===== src/rtl/car_pkg.sv =====
// Shared types and helpers for the elevator car motion controller.
package car_pkg;

  typedef enum logic [1:0] {
    IDLE,
    MOVE_UP,
    MOVE_DOWN,
    DOOR_OPEN
  } car_state_t;

  typedef logic [1:0] dir_t;

  localparam dir_t DIR_EQ = 2'd0;
  localparam dir_t DIR_UP = 2'd1;
  localparam dir_t DIR_DN = 2'd2;

  // Bits needed to count 0..value-1, never less than one.
  function automatic int clog2(input int value);
    int w;
    w = 1;
    while ((1 << w) < value) w++;
    return w;
  endfunction

endpackage


===== src/rtl/floor_dir_cmp.sv =====
// Unsigned floor comparator: reports whether the target lies above, below or at the reference floor.
module floor_dir_cmp
  import car_pkg::*;
#(
  parameter int W = 4
) (
  input  logic [W:1] target,
  input  logic [W:1] cur_floor,
  output dir_t       dir
);

  always_comb begin
    dir = DIR_EQ;
    if (target > cur_floor) begin
      dir = DIR_UP;
    end else if (target < cur_floor) begin
      dir = DIR_DN;
    end
  end

endmodule


===== src/rtl/car_motion_ctrl.sv =====
// Elevator car motion controller: accepts one target floor, steps the car one floor per travel
// interval, then dwells with the door open. Optional macro CAR_DOOR_HOLD_EN adds the door_hold input.
module car_motion_ctrl
  import car_pkg::*;
#(
  parameter int FLOOR_W    = 4,
  parameter int NUM_FLOORS = 16,
  parameter int TRAVEL_CYC = 8,
  parameter int DOOR_CYC   = 16
) (
  input  logic           clk,
  input  logic           rst_n,
  input  logic           req_valid,
  input  logic [FLOOR_W:1] req_floor,
`ifdef CAR_DOOR_HOLD_EN
  input  logic           door_hold,
`endif
  output logic           req_ready,
  output logic [FLOOR_W:1] cur_floor,
  output logic           moving_up,
  output logic           moving_down,
  output logic           door_open,
  output logic           arrived,
  output logic           busy
);

  localparam int TW = clog2((TRAVEL_CYC > DOOR_CYC) ? TRAVEL_CYC : DOOR_CYC);
  localparam logic [TW-1:0]    TRAVEL_LAST = TW'(TRAVEL_CYC - 1);
  localparam logic [TW-1:0]    DOOR_LAST   = TW'(DOOR_CYC - 1);
  localparam logic [TW-1:0]    TIMER_ONE   = TW'(1);
  localparam logic [FLOOR_W:1] FLOOR_ONE   = FLOOR_W'(1);
  localparam logic [FLOOR_W:1] TOP_FLOOR   = FLOOR_W'(NUM_FLOORS - 1);

  car_state_t       state, state_d;
  logic [FLOOR_W:1] floor_q, floor_d;
  logic [FLOOR_W:1] target_q, target_d;
  logic [FLOOR_W:1] step_floor, cmp_a, cmp_b;
  logic [TW-1:0]    timer, timer_d;
  logic             arrived_q, arrived_d;
  logic             hold;
  dir_t             dir;

`ifdef CAR_DOOR_HOLD_EN
  assign hold = door_hold;
`else
  assign hold = 1'b0;
`endif

  // The single comparator serves the accept decision in IDLE and the arrival check while moving.
  always_comb begin
    step_floor = floor_q;
    if (state == MOVE_UP) begin
      step_floor = floor_q + FLOOR_ONE;
    end else if (state == MOVE_DOWN) begin
      step_floor = floor_q - FLOOR_ONE;
    end
    cmp_a = (state == IDLE) ? req_floor : target_q;
    cmp_b = (state == IDLE) ? floor_q : step_floor;
  end

  floor_dir_cmp #(.W(FLOOR_W)) u_cmp (
    .target   (cmp_a),
    .cur_floor(cmp_b),
    .dir      (dir)
  );

  always_ff @(posedge clk or negedge rst_n) begin
    if (!rst_n) begin
      state     <= IDLE;
      floor_q   <= '0;
      target_q  <= '0;
      timer     <= '0;
      arrived_q <= 1'b0;
    end else begin
      state     <= state_d;
      floor_q   <= floor_d;
      target_q  <= target_d;
      timer     <= timer_d;
      arrived_q <= arrived_d;
    end
  end

  always_comb begin
    state_d   = state;
    floor_d   = floor_q;
    target_d  = target_q;
    timer_d   = timer + TIMER_ONE;
    arrived_d = 1'b0;
    case (state)
      IDLE: begin
        timer_d = '0;
        if (req_valid) begin
          target_d = req_floor;
          // Out-of-range targets are consumed here and never reach the motion states.
          if (int'(req_floor) < NUM_FLOORS) begin
            case (dir)
              DIR_UP:  state_d = MOVE_UP;
              DIR_DN:  state_d = MOVE_DOWN;
              default: begin
                state_d   = DOOR_OPEN;
                arrived_d = 1'b1;
              end
            endcase
          end
        end
      end
      MOVE_UP, MOVE_DOWN: begin
        if (timer == TRAVEL_LAST) begin
          timer_d = '0;
          if ((state == MOVE_UP && floor_q == TOP_FLOOR) ||
              (state == MOVE_DOWN && floor_q == '0)) begin
            state_d = IDLE;
          end else begin
            floor_d = step_floor;
            if (dir == DIR_EQ) begin
              state_d   = DOOR_OPEN;
              arrived_d = 1'b1;
            end
          end
        end
      end
      DOOR_OPEN: begin
        if (hold) begin
          timer_d = '0;
        end else if (timer == DOOR_LAST) begin
          timer_d = '0;
          state_d = IDLE;
        end
      end
      default: state_d = IDLE;
    endcase
  end

  assign req_ready   = (state == IDLE);
  assign moving_up   = (state == MOVE_UP);
  assign moving_down = (state == MOVE_DOWN);
  assign door_open   = (state == DOOR_OPEN);
  assign busy        = (state != IDLE);
  assign arrived     = arrived_q;
  assign cur_floor   = floor_q;

endmodule


===== config.mk =====
export PLATFORM = sky130hd
export DESIGN_NAME = car_motion_ctrl
export DESIGN_NICKNAME = d
export VERILOG_FILES = /design/src/rtl/car_pkg.sv /design/src/rtl/floor_dir_cmp.sv /design/src/rtl/car_motion_ctrl.sv
export SDC_FILE = /design/constraint.sdc
export NUM_CORES = 1
export LEC_CHECK = 0
export ABC_AREA = 1
export BUFFER_PORTS_ARGS = -buffer_cell sky130_fd_sc_hd__buf_2
export CORE_ASPECT_RATIO = 1.25
export CORE_UTILIZATION = 39
export CTS_CLUSTER_SIZE = 16
export DETAILED_ROUTE_END_ITERATION = 8
export PLACE_DENSITY = 0.69
export SLEW_MARGIN = 5
export SYNTH_ARGS = -nofsm -noshare
export SYNTH_HDL_FRONTEND = slang
export SYNTH_SLANG_ARGS = --single-unit

===== constraint.sdc =====
create_clock -name clk -period 5.4 [get_ports clk]
set_clock_uncertainty 0.05 [all_clocks]
set_input_delay 0.27 -clock clk [delete_from_list [all_inputs] [get_ports clk]]
set_output_delay 0.27 -clock clk [all_outputs]
set_load 0.01 [all_outputs]

==> metrics.csv <==
stage;metric;value;unit
floorplanning;dieArea;3054;um^2
cells_and_area;drive_above_1_share;0.1462;
sta;max_freq;0.4007;GHz
placed_design;dp.final_hpwl;1744;um
worst_setup_path;critical_path_class;register to register;
power;p_per_area;510.9;nW/um^2
sta;finalHoldWorstSlack;0.2069;ns
drt;dr.pass1.iters;4;
placed_design;placed_area;1217;um^2
worst_setup_path;critPathLaunchType;register;
sta;max-slew-margin-rel;0.7661;
drt;routed_wl;2176;um
global_route;track_usage;0.1611;
logic_synthesis;ys_ff_latch;15;
placed_design;place_inst;200;
cells_and_area;fillerInstances;291;
placed_design;post-place-ws;2.904;ns
cells_and_area;fin_cells;205;
clock_network;htree_levels;1;
worst_setup_path;crit_buf_inv;2;
clock_network;clkLatencyLatePin;0.29;ns
logic_synthesis;yosysSeqAreaShare;0.3394;
logic_synthesis;syn-num-nets;172;
logic_synthesis;yosysWarningCount;0;
hold_path;hold_path_depth;3;
sta;tns;0;ns
worst_setup_path;worst_path_max_delay_cell;dfrtp_1;
drt;maxUsedRoutingLayer;met4;
logic_synthesis;syn_area;1106;um^2
clock_network;clockRootBuffer;clkbuf_4;
worst_setup_path;setup.worst_path.start;state[1];
global_route;grt_pass1_vias;903;
logic_synthesis;syn_avg_cell_area;7.277;um^2
clock_network;clock_path_buffers;2;
placed_design;routabilityCongestion;0.8832;
drt;dr_total_vias;988;
power;total_power;641.1;uW
drt;wl_per_cell;10.61;um
cells_and_area;nets;192;
global_route;grt_pass1_wl;3670;um
worst_setup_path;cp_common_cell;nand2_1;
hold_path;hold_class;primary input to register;
cells_and_area;antenna_cells;0;
sta;setup_viol;0;
drt;dr.first_iter.drc_count;12;
drt;ant_nets;0;
sta;worst-slew-pin-transition;0.3509;ns
worst_setup_path;cp-end-kind;register;
hold_path;hold_start;req_floor[3];
sta;finalHoldViolations;0;
worst_setup_path;cp.required;5.59;ns
floorplanning;core-area;2680;um^2
clock_network;clk_pin_slew;0.09;ns
floorplanning;die_w;49.63;um
logic_synthesis;synth_cell_types;20;
worst_setup_path;crit_chain;inv_1, ha_1, inv_1, nand4_1, nand2_1, nand2_1, nand2_1, nand2_1, o21ai_0, ha_1, a21oi_1, nand2_1, nand2_1, nand2_1, nand2_1, nand2_1, nand2_1;
drt;route.met3.wl;85;um
power;vdd_drop_max;0.2546;mV
cells_and_area;postLayoutCellArea;1255;um^2
logic_synthesis;syn_inst;152;
sta;timing.final.crit_period;2.496;ns
sta;layout_setup_ws;2.904;ns
sta;final_max_slew_viol_count;0;
cells_and_area;synthToLayoutAreaGrowth;13.46;%
worst_setup_path;critical-path-top-delay-family;simple AND/OR/NAND/NOR gates;
worst_setup_path;reg2reg_from;state[1];
floorplanning;die_y;61.54;um
sta;rsz0062_at_grt;false;
drt;routed_via_density;4.820;
worst_setup_path;max_stage_delay;0.43;ns
placed_design;port_buffers;16;
drt;wl_met2;1088;um
clock_network;clock-sinks;15;
worst_setup_path;r2r_slack;2.90;ns
global_route;grt_max_degree;16;
floorplanning;ioPinCount;17;
global_route;grt.overflow.total;0;
worst_setup_path;worstPathMaxFanout;8;
status;status;complete, no violations;
floorplanning;start_util;0.4127;
clock_network;cts_tree;done;
floorplanning;placementRows;21;
worst_setup_path;arrival;2.68;ns
global_route;grt_antenna_before_repair;0;
worst_setup_path;timing.rr.end;state[1];
sta;period_share;0.4622;
power;power_leakage;0.6961;nW
worst_setup_path;reg2reg_depth;17;
cells_and_area;post-route-util;0.4683;
hold_path;hold_path_end;target_q[3];
clock_network;numCtsBuffers;3;
job;max-cap-violations;0;
drt;drc_errors;0;
drt;drt-met1-wl;967;um
==> power breakdown <==
group / switching (mW) / internal, mW
Sequential: 0.0183 / 0.141
Combinational: 0.263 / 0.154
Clock: 0.0377 / 0.0276
==> cell usage in the layout, fill, tap and decap left out <==
master,count
ha_1,13
buf_2,16
dlygate4sd3_1,1
o21a_1,1
clkbuf_4,3
xor2_1,3
or2_0,1
nor2_4,1
nand4_1,4
a21oi_2,1
o21ai_0,19
nand3_2,1
nor2_1,9
nor3_1,2
a21oi_1,1
nand2_1,50
nand2_4,1
nand3_1,7
clkinv_2,1
inv_1,20
or2_4,1
dfrtp_1,15
==> layer usage <==
layer / track usage / vias up
met3: 0.02963 / 5
met5: 0 / -
met4: 0.07347 / 0
li1: - / 520
met1: 0.1927 / 445
met2: 0.2838 / 18
==> cells in the mapped netlist <==
cell type,instances,area [um^2]
or2_4,1,8.760
inv_1,20,75.07
nand3_1,7,35.03
o21ai_0,19,95.09
nand2_4,1,11.26
xor2_1,3,26.28
o21a_1,1,7.510
a21oi_1,1,5.000
nand2_1,50,187.7
nand4_1,4,25.02
nor2_1,9,33.78
buf_4,1,7.510
ha_1,13,162.7
nor2_4,1,11.26
dfrtp_1,15,375.4
nor3_1,2,10.01
nand3_2,1,10.01
clkbuf_1,1,3.750
or2_0,1,6.260
a21oi_2,1,8.760
==> kinds of logic (layout without fill, tap and decap cells) <==
logic type               after synthesis  count (layout)  synth area share
XOR/XNOR                               3               3           0.02376
buffers and inverters                 22              41           0.07805
AND/OR/NAND/NOR                       77              77            0.3066
flip-flops                            15              15            0.3394
adder cells (fa/ha/maj)               13              13            0.1471
AO/OA/AOI/OAI                         22              22            0.1052
==> worst min-delay path: stages <==
cell,delay [ns]
buf_2,0.09
inv_1,0.05
o21ai_0,0.08
==> final cells by class <==
| class | count | area (um^2) | area share |
|---|---|---|---|
| multi-input combinational | 115 | 644.4 | 0.5135 |
| sequential | 15 | 375.4 | 0.2991 |
| timing repair buffer | 17 | 90.09 | 0.07178 |
| inverter | 20 | 75.07 | 0.05982 |
| tap | 34 | 42.54 | 0.03390 |
| clock buffer | 3 | 22.52 | 0.01795 |
| clock inverter | 1 | 5.005 | 0.003988 |
==> flip-flops by register name, indices dropped and copies added (netlist names) <==
signal / count
arrived: 1
cur_floor: 4
timer: 4
target_q: 4
state: 2
==> how the worst max path moves through the flow <==
stage,endpoint,slack [ns],cells after the start
after floorplan,state[0],3.15,15
after global placement,state[1],2.98,17
after detailed placement,state[1],2.90,17
after CTS,state[1],2.89,17
after global routing,state[0],2.65,17
final,state[1],2.90,17
==> what timing repair did <==
| action | CTS | global route |
|---|---|---|
| hold buffers | 1 | 0 |
| endpoints found under the setup margin | 0 | 0 |
| gates resized for setup | 0 | 0 |
| setup buffers | 0 | 0 |
| hold endpoints to repair | 15 | 0 |
No activity file was read; power rests on OpenSTA's default activity.
